$ cat config.mk
export PLATFORM = sky130hd
export DESIGN_NAME = rtc_lectura_secuencial
export DESIGN_NICKNAME = d
export VERILOG_FILES = /design/src/rtl/rtc_pkg.sv /design/src/rtl/rtc_mapa_direcciones.sv /design/src/rtl/rtc_lectura_secuencial.sv
export SDC_FILE = /design/constraint.sdc
export NUM_CORES = 1
export LEC_CHECK = 0
export BUFFER_PORTS_ARGS = -buffer_cell sky130_fd_sc_hd__clkbuf_2
export CAP_MARGIN = 0
export CORE_UTILIZATION = 31
export DETAILED_ROUTE_END_ITERATION = 8
export PLACE_DENSITY = 0.48
export SYNTH_ARGS = -nofsm -noshare
export SYNTH_HDL_FRONTEND = slang
export SYNTH_SLANG_ARGS = --single-unit
$ cat constraint.sdc
create_clock -name clk -period 2.5 [get_ports clk]
set_input_delay 0.25 -clock clk [delete_from_list [all_inputs] [get_ports clk]]
set_output_delay 0.25 -clock clk [all_outputs]
set_load 0.005 [all_outputs]
$ cat src/rtl/rtc_pkg.sv
// Shared definitions for the RTC read sequencer and the user write machine:
// FSM state encoding, RTC bus addresses and BCD register top values.
package rtc_pkg;

    typedef enum logic [3:0] {
        IDLE,
        XFER,
        XFER_WAIT,
        REQ,
        WAIT,
        STORE,
        NEXT,
        DONE,
        ABORT
    } estado_t;

    localparam logic [7:0] DIR_SEG      = 8'h21;
    localparam logic [7:0] DIR_MIN      = 8'h22;
    localparam logic [7:0] DIR_HORA     = 8'h23;
    localparam logic [7:0] DIR_DIA      = 8'h24;
    localparam logic [7:0] DIR_MES      = 8'h25;
    localparam logic [7:0] DIR_ANIO     = 8'h26;
    localparam logic [7:0] DIR_TMR_SEG  = 8'h41;
    localparam logic [7:0] DIR_TMR_MIN  = 8'h42;
    localparam logic [7:0] DIR_TMR_HORA = 8'h43;
    localparam logic [7:0] DIR_XFER     = 8'hF0;
    localparam logic [7:0] DIR_NULA     = 8'h00;

    // Highest legal BCD value of each field, shared with the write machine.
    localparam logic [7:0] BCD_TOPE_SEG  = 8'h59;
    localparam logic [7:0] BCD_TOPE_MIN  = 8'h59;
    localparam logic [7:0] BCD_TOPE_HORA = 8'h23;
    localparam logic [7:0] BCD_TOPE_DIA  = 8'h31;
    localparam logic [7:0] BCD_TOPE_MES  = 8'h12;
    localparam logic [7:0] BCD_TOPE_ANIO = 8'h99;

endpackage

$ cat src/rtl/rtc_mapa_direcciones.sv
// Combinational map from register-bank index (1..9) to RTC bus address.
module rtc_mapa_direcciones
    import rtc_pkg::*;
(
    input  logic [3:0] indice,
    output logic [7:0] dir
);

    always_comb begin
        // NOTE: default assignment first so every path drives dir and no latch is inferred.
        dir = DIR_NULA;
        case (indice)
            4'd1:    dir = DIR_SEG;
            4'd2:    dir = DIR_MIN;
            4'd3:    dir = DIR_HORA;
            4'd4:    dir = DIR_DIA;
            4'd5:    dir = DIR_MES;
            4'd6:    dir = DIR_ANIO;
            4'd7:    dir = DIR_TMR_SEG;
            4'd8:    dir = DIR_TMR_MIN;
            4'd9:    dir = DIR_TMR_HORA;
            default: dir = DIR_NULA;
        endcase
    end

endmodule

$ cat src/rtl/rtc_lectura_secuencial.sv
// RTC read sequencer: sweeps 0x21-0x26 and 0x41-0x43 into the BCD register bank.
// Define RTC_XFER_CMD_EN to issue the 0xF0 transfer command before every sweep.
module rtc_lectura_secuencial
    import rtc_pkg::*;
#(
    parameter int NUM_REGS       = 9,
    parameter int TIMEOUT_CYCLES = 255
) (
    input  logic       clk,
    input  logic       reset,
    input  logic       iniciar,
    input  logic       fin,
    input  logic [7:0] dato_in,
    output logic       lee,
    output logic       escribe_rtc,
    output logic [7:0] dir_out,
    output logic [3:0] addr,
    output logic [7:0] dato_out,
    output logic       escribe,
    output logic       ocupado,
    output logic       finalizado,
    output logic       error
);

    localparam logic [3:0] ULTIMO      = 4'(NUM_REGS);
    localparam logic [7:0] TOPE_ESPERA = 8'(TIMEOUT_CYCLES - 1);

    estado_t    estado;
    logic [3:0] indice;
    logic [7:0] contador;
    logic [3:0] indice_map;
    logic [7:0] dir_map;

    // The REQ address is registered while leaving NEXT, so look one index ahead there.
    assign indice_map = (estado == NEXT) ? indice + 4'd1 : indice;

    rtc_mapa_direcciones u_mapa (
        .indice (indice_map),
        .dir    (dir_map)
    );

    assign ocupado = (estado != IDLE);

`ifdef RTC_XFER_CMD_EN
    logic escribe_rtc_q;
    assign escribe_rtc = escribe_rtc_q;
`else
    assign escribe_rtc = 1'b0;
`endif

    always_ff @(posedge clk) begin
        if (reset) begin
            estado     <= IDLE;
            indice     <= 4'd1;
            contador   <= '0;
            lee        <= 1'b0;
            dir_out    <= '0;
            addr       <= '0;
            dato_out   <= '0;
            escribe    <= 1'b0;
            finalizado <= 1'b0;
            error      <= 1'b0;
`ifdef RTC_XFER_CMD_EN
            escribe_rtc_q <= 1'b0;
`endif
        end else begin
            // NOTE: non-blocking assignments so every register updates from pre-edge values.
            case (estado)
                IDLE: begin
                    if (iniciar) begin
`ifdef RTC_XFER_CMD_EN
                        estado        <= XFER;
                        escribe_rtc_q <= 1'b1;
                        dir_out       <= DIR_XFER;
                        contador      <= '0;
`else
                        estado  <= REQ;
                        lee     <= 1'b1;
                        dir_out <= dir_map;
`endif
                    end
                end
`ifdef RTC_XFER_CMD_EN
                XFER: estado <= XFER_WAIT;
                XFER_WAIT: begin
                    if (fin) begin
                        escribe_rtc_q <= 1'b0;
                        lee           <= 1'b1;
                        dir_out       <= dir_map;
                        contador      <= '0;
                        estado        <= REQ;
                    end else if (contador == TOPE_ESPERA) begin
                        escribe_rtc_q <= 1'b0;
                        dir_out       <= '0;
                        error         <= 1'b1;
                        contador      <= '0;
                        estado        <= ABORT;
                    end else begin
                        contador <= contador + 8'd1;
                    end
                end
`endif
                REQ: begin
                    contador <= '0;
                    estado   <= WAIT;
                end
                WAIT: begin
                    // fin is tested first so a reply on the last allowed cycle still counts.
                    if (fin) begin
                        lee      <= 1'b0;
                        dir_out  <= '0;
                        addr     <= indice;
                        dato_out <= dato_in;
                        escribe  <= 1'b1;
                        contador <= '0;
                        estado   <= STORE;
                    end else if (contador == TOPE_ESPERA) begin
                        lee      <= 1'b0;
                        dir_out  <= '0;
                        error    <= 1'b1;
                        contador <= '0;
                        estado   <= ABORT;
                    end else begin
                        contador <= contador + 8'd1;
                    end
                end
                STORE: begin
                    escribe <= 1'b0;
                    estado  <= NEXT;
                end
                NEXT: begin
                    if (indice == ULTIMO) begin
                        finalizado <= 1'b1;
                        lee        <= 1'b0;
                        dir_out    <= '0;
                        estado     <= DONE;
                    end else begin
                        indice  <= indice + 4'd1;
                        lee     <= 1'b1;
                        dir_out <= dir_map;
                        estado  <= REQ;
                    end
                end
                DONE: begin
                    finalizado <= 1'b0;
                    indice     <= 4'd1;
                    estado     <= IDLE;
                end
                ABORT: begin
                    error  <= 1'b0;
                    indice <= 4'd1;
                    estado <= IDLE;
                end
                default: estado <= IDLE;
            endcase
        end
    end

endmodule
==> qor.csv <==
metric,value,unit
outcome,"complete, no violations",
area_growth,18.8,%
post-cts-setup-buffers,0,
setup_viol_count_final,0,
clock_skew,0.00569,ns
ant_nets,0,
core-area,5920,sq um
die_area,6430,sq um
cts_tree,built,
gp_congestion,0.772,
path_max_fanout,13,
tns,0,ns
final_nets,265,
port_buffers,33,
avgSynthCellArea,8.77,sq um
grt_pass1_wl,6980,um
grt_pass1_vias,1481,
root_buffer,clkbuf_8,
die-height,80.2,um
dr.pass1.iters,4,
async_reset_ff_frac,0,
grt_overflow,0,
cts-resized-gates,0,
ys_seq_area_frac,0.391,
track_usage,0.141,
utilization,0.380,
row_count,28,
grt_setup_unrepaired,false,
synthCells,216,
grt_max_degree,24,
p_leak,0.983,nW
dp_hpwl,2860,um
synth_edf_count,0,
synthesis.area,1890,sq um
power.density,556,nW/um^2
vias,1608,
ys_ff_latch,37,
drive_above_1_share,0.224,
diodes,0,
whs,0.181,ns
htree_levels,2,
slew_headroom,0.557,
clockBufferDepth,2,
yosysWarningCount,0,
wl,4090,um
max-cap-violations,0,
clk_pin_slew_worst_paths,0.08,ns
fin_crit,2.11,ns
cts_buffers,5,
viasPerCell,4.95,
finalHoldViolCount,0,
tightest_slew,0.648,ns
slew_viol_final,0,
ctsHoldBuffers,0,
worst_ep_required_time,2.69,ns
hold_path.class,in2reg,
ios,38,
fmax,0.473,GHz
synthDistinctLibCells,56,
period_share,0.845,
critPathLaunchType,flop,
antenna_found_initial,0,
worstPathArrival,2.31,ns
drt_iter0_markers,68,
cts_sinks,37,
peakVddDrop,0.252,mV
drc,0,
die_w,80.2,um
wl_per_cell,12.6,um
cp-end-kind,flop,
floorplan.initialDensity,0.320,
synth_ff_type,dfxtp_1,
clkLatencyLatePin,0.30,ns
path_class,reg2reg,
==> cell usage in the layout, fill, tap and decap left out, drive strengths merged, types with 3 or more instances in the layout <==
master,netlist,routed
conb,1,4
xnor2,5,5
buf,9,9
xor2,7,7
a31oi,3,3
mux2i,13,13
and3,5,5
a211oi,4,4
inv,5,5
ha,4,4
clkbuf,10,38
o21ai,4,4
nand3,7,7
a32o,5,5
nor3,5,5
nand2,11,11
dfxtp,37,37
a21oi,6,6
o21a,3,3
nor2,33,33
==> layout make-up <==
| type | count | area [sq um] |
|---|---|---|
| fillers | 625 | 3670 |
| multi-input cells | 158 | 1050 |
| flip-flops and latches | 37 | 741 |
| repair buffers | 42 | 233 |
| well taps | 75 | 93.8 |
| clock buffers | 5 | 68.8 |
| clock inverters | 3 | 46.3 |
| inverters | 5 | 18.8 |
==> registers in the layout, indices dropped and copies added (netlist names), 4 cells and up <==
register  flops
dato_out      8
dir_out       5
estado        4
addr          4
contador      8
indice        4
==> cells by family (layout without fill, tap and decap cells) <==
| family | Yosys count | after routing | synth area share |
|---|---|---|---|
| buffers and inverters | 24 | 55 | 0.0608 |
| xor gates and xnor gates | 12 | 12 | 0.0555 |
| adders and majority gates | 4 | 4 | 0.0264 |
| DFF | 37 | 37 | 0.391 |
| and+or+nand+nor | 82 | 82 | 0.225 |
| other | 1 | 4 | 0.00198 |
| AOI/OAI and AO/OA | 43 | 43 | 0.171 |
| muxes | 13 | 13 | 0.0687 |
==> power by group <==
group	leakage (nW)	total (mW)	internal, mW	switching, mW
Clock	0.0543	0.531	0.299	0.233
Sequential	0.299	0.617	0.602	0.0146
Combinational	0.629	0.103	0.0470	0.0563
Total	0.983	1.25	0.948	0.303
==> per-stage QoR <==
stage / power (mW) / instance area (sq um) / instances / setup WS [ns]
after floorplan: 0.703 / 1910 / 219 / 0.437
after global placement: 0.734 / 2140 / 317 / 0.443
after detailed placement: 0.735 / 2140 / 317 / 0.396
after CTS: 1.27 / 2250 / 325 / 0.383
after global routing: 1.32 / 2250 / 325 / 0.198
final: 1.25 / 2250 / 325 / 0.386
==> critical path, stage by stage (launching register included) <==
cell and delay [ns]:
dfxtp_1 0.57, or4b_4 0.53, a211o_1 0.32, o211a_2 0.19
and2_4 0.15, a32o_1 0.24
==> metal layers <==
layer  track usage  wire, um
met1         0.194      2050
met2         0.212      1780
met5             0         0
met4        0.0429        58
met3        0.0398       204
==> worst paths after layout <==
kind / startpoint / end / slack, ns / depth (start not counted)
worst max-delay path: estado[2] / dir_out[5] / 0.39 / 5
worst min-delay path: dato_in[4] / dato_out[4] / 0.18 / 3
worst max register to register: estado[2] / dir_out[5] / 0.39 / 5
worst min register to register: dir_out[6] / dir_out[6] / 0.47 / 1
==> cells in the mapped netlist, types with 3 or more instances <==
cell,count,share of area
dfxtp_1,37,0.39
and3_1,5,0.017
a211oi_1,4,0.016
a31oi_1,3,0.0099
nor2_1,32,0.063
nand3_1,7,0.018
o21a_1,3,0.012
nor3_1,5,0.013
o21ai_0,4,0.011
inv_1,5,0.0099
nand2_1,11,0.022
a21oi_1,5,0.013
xor2_1,7,0.032
mux2i_1,13,0.069
a32o_1,5,0.026
xnor2_1,5,0.023
ha_1,4,0.026
buf_4,4,0.016
clkbuf_1,10,0.020
Power figures use the tool's default switching activity.
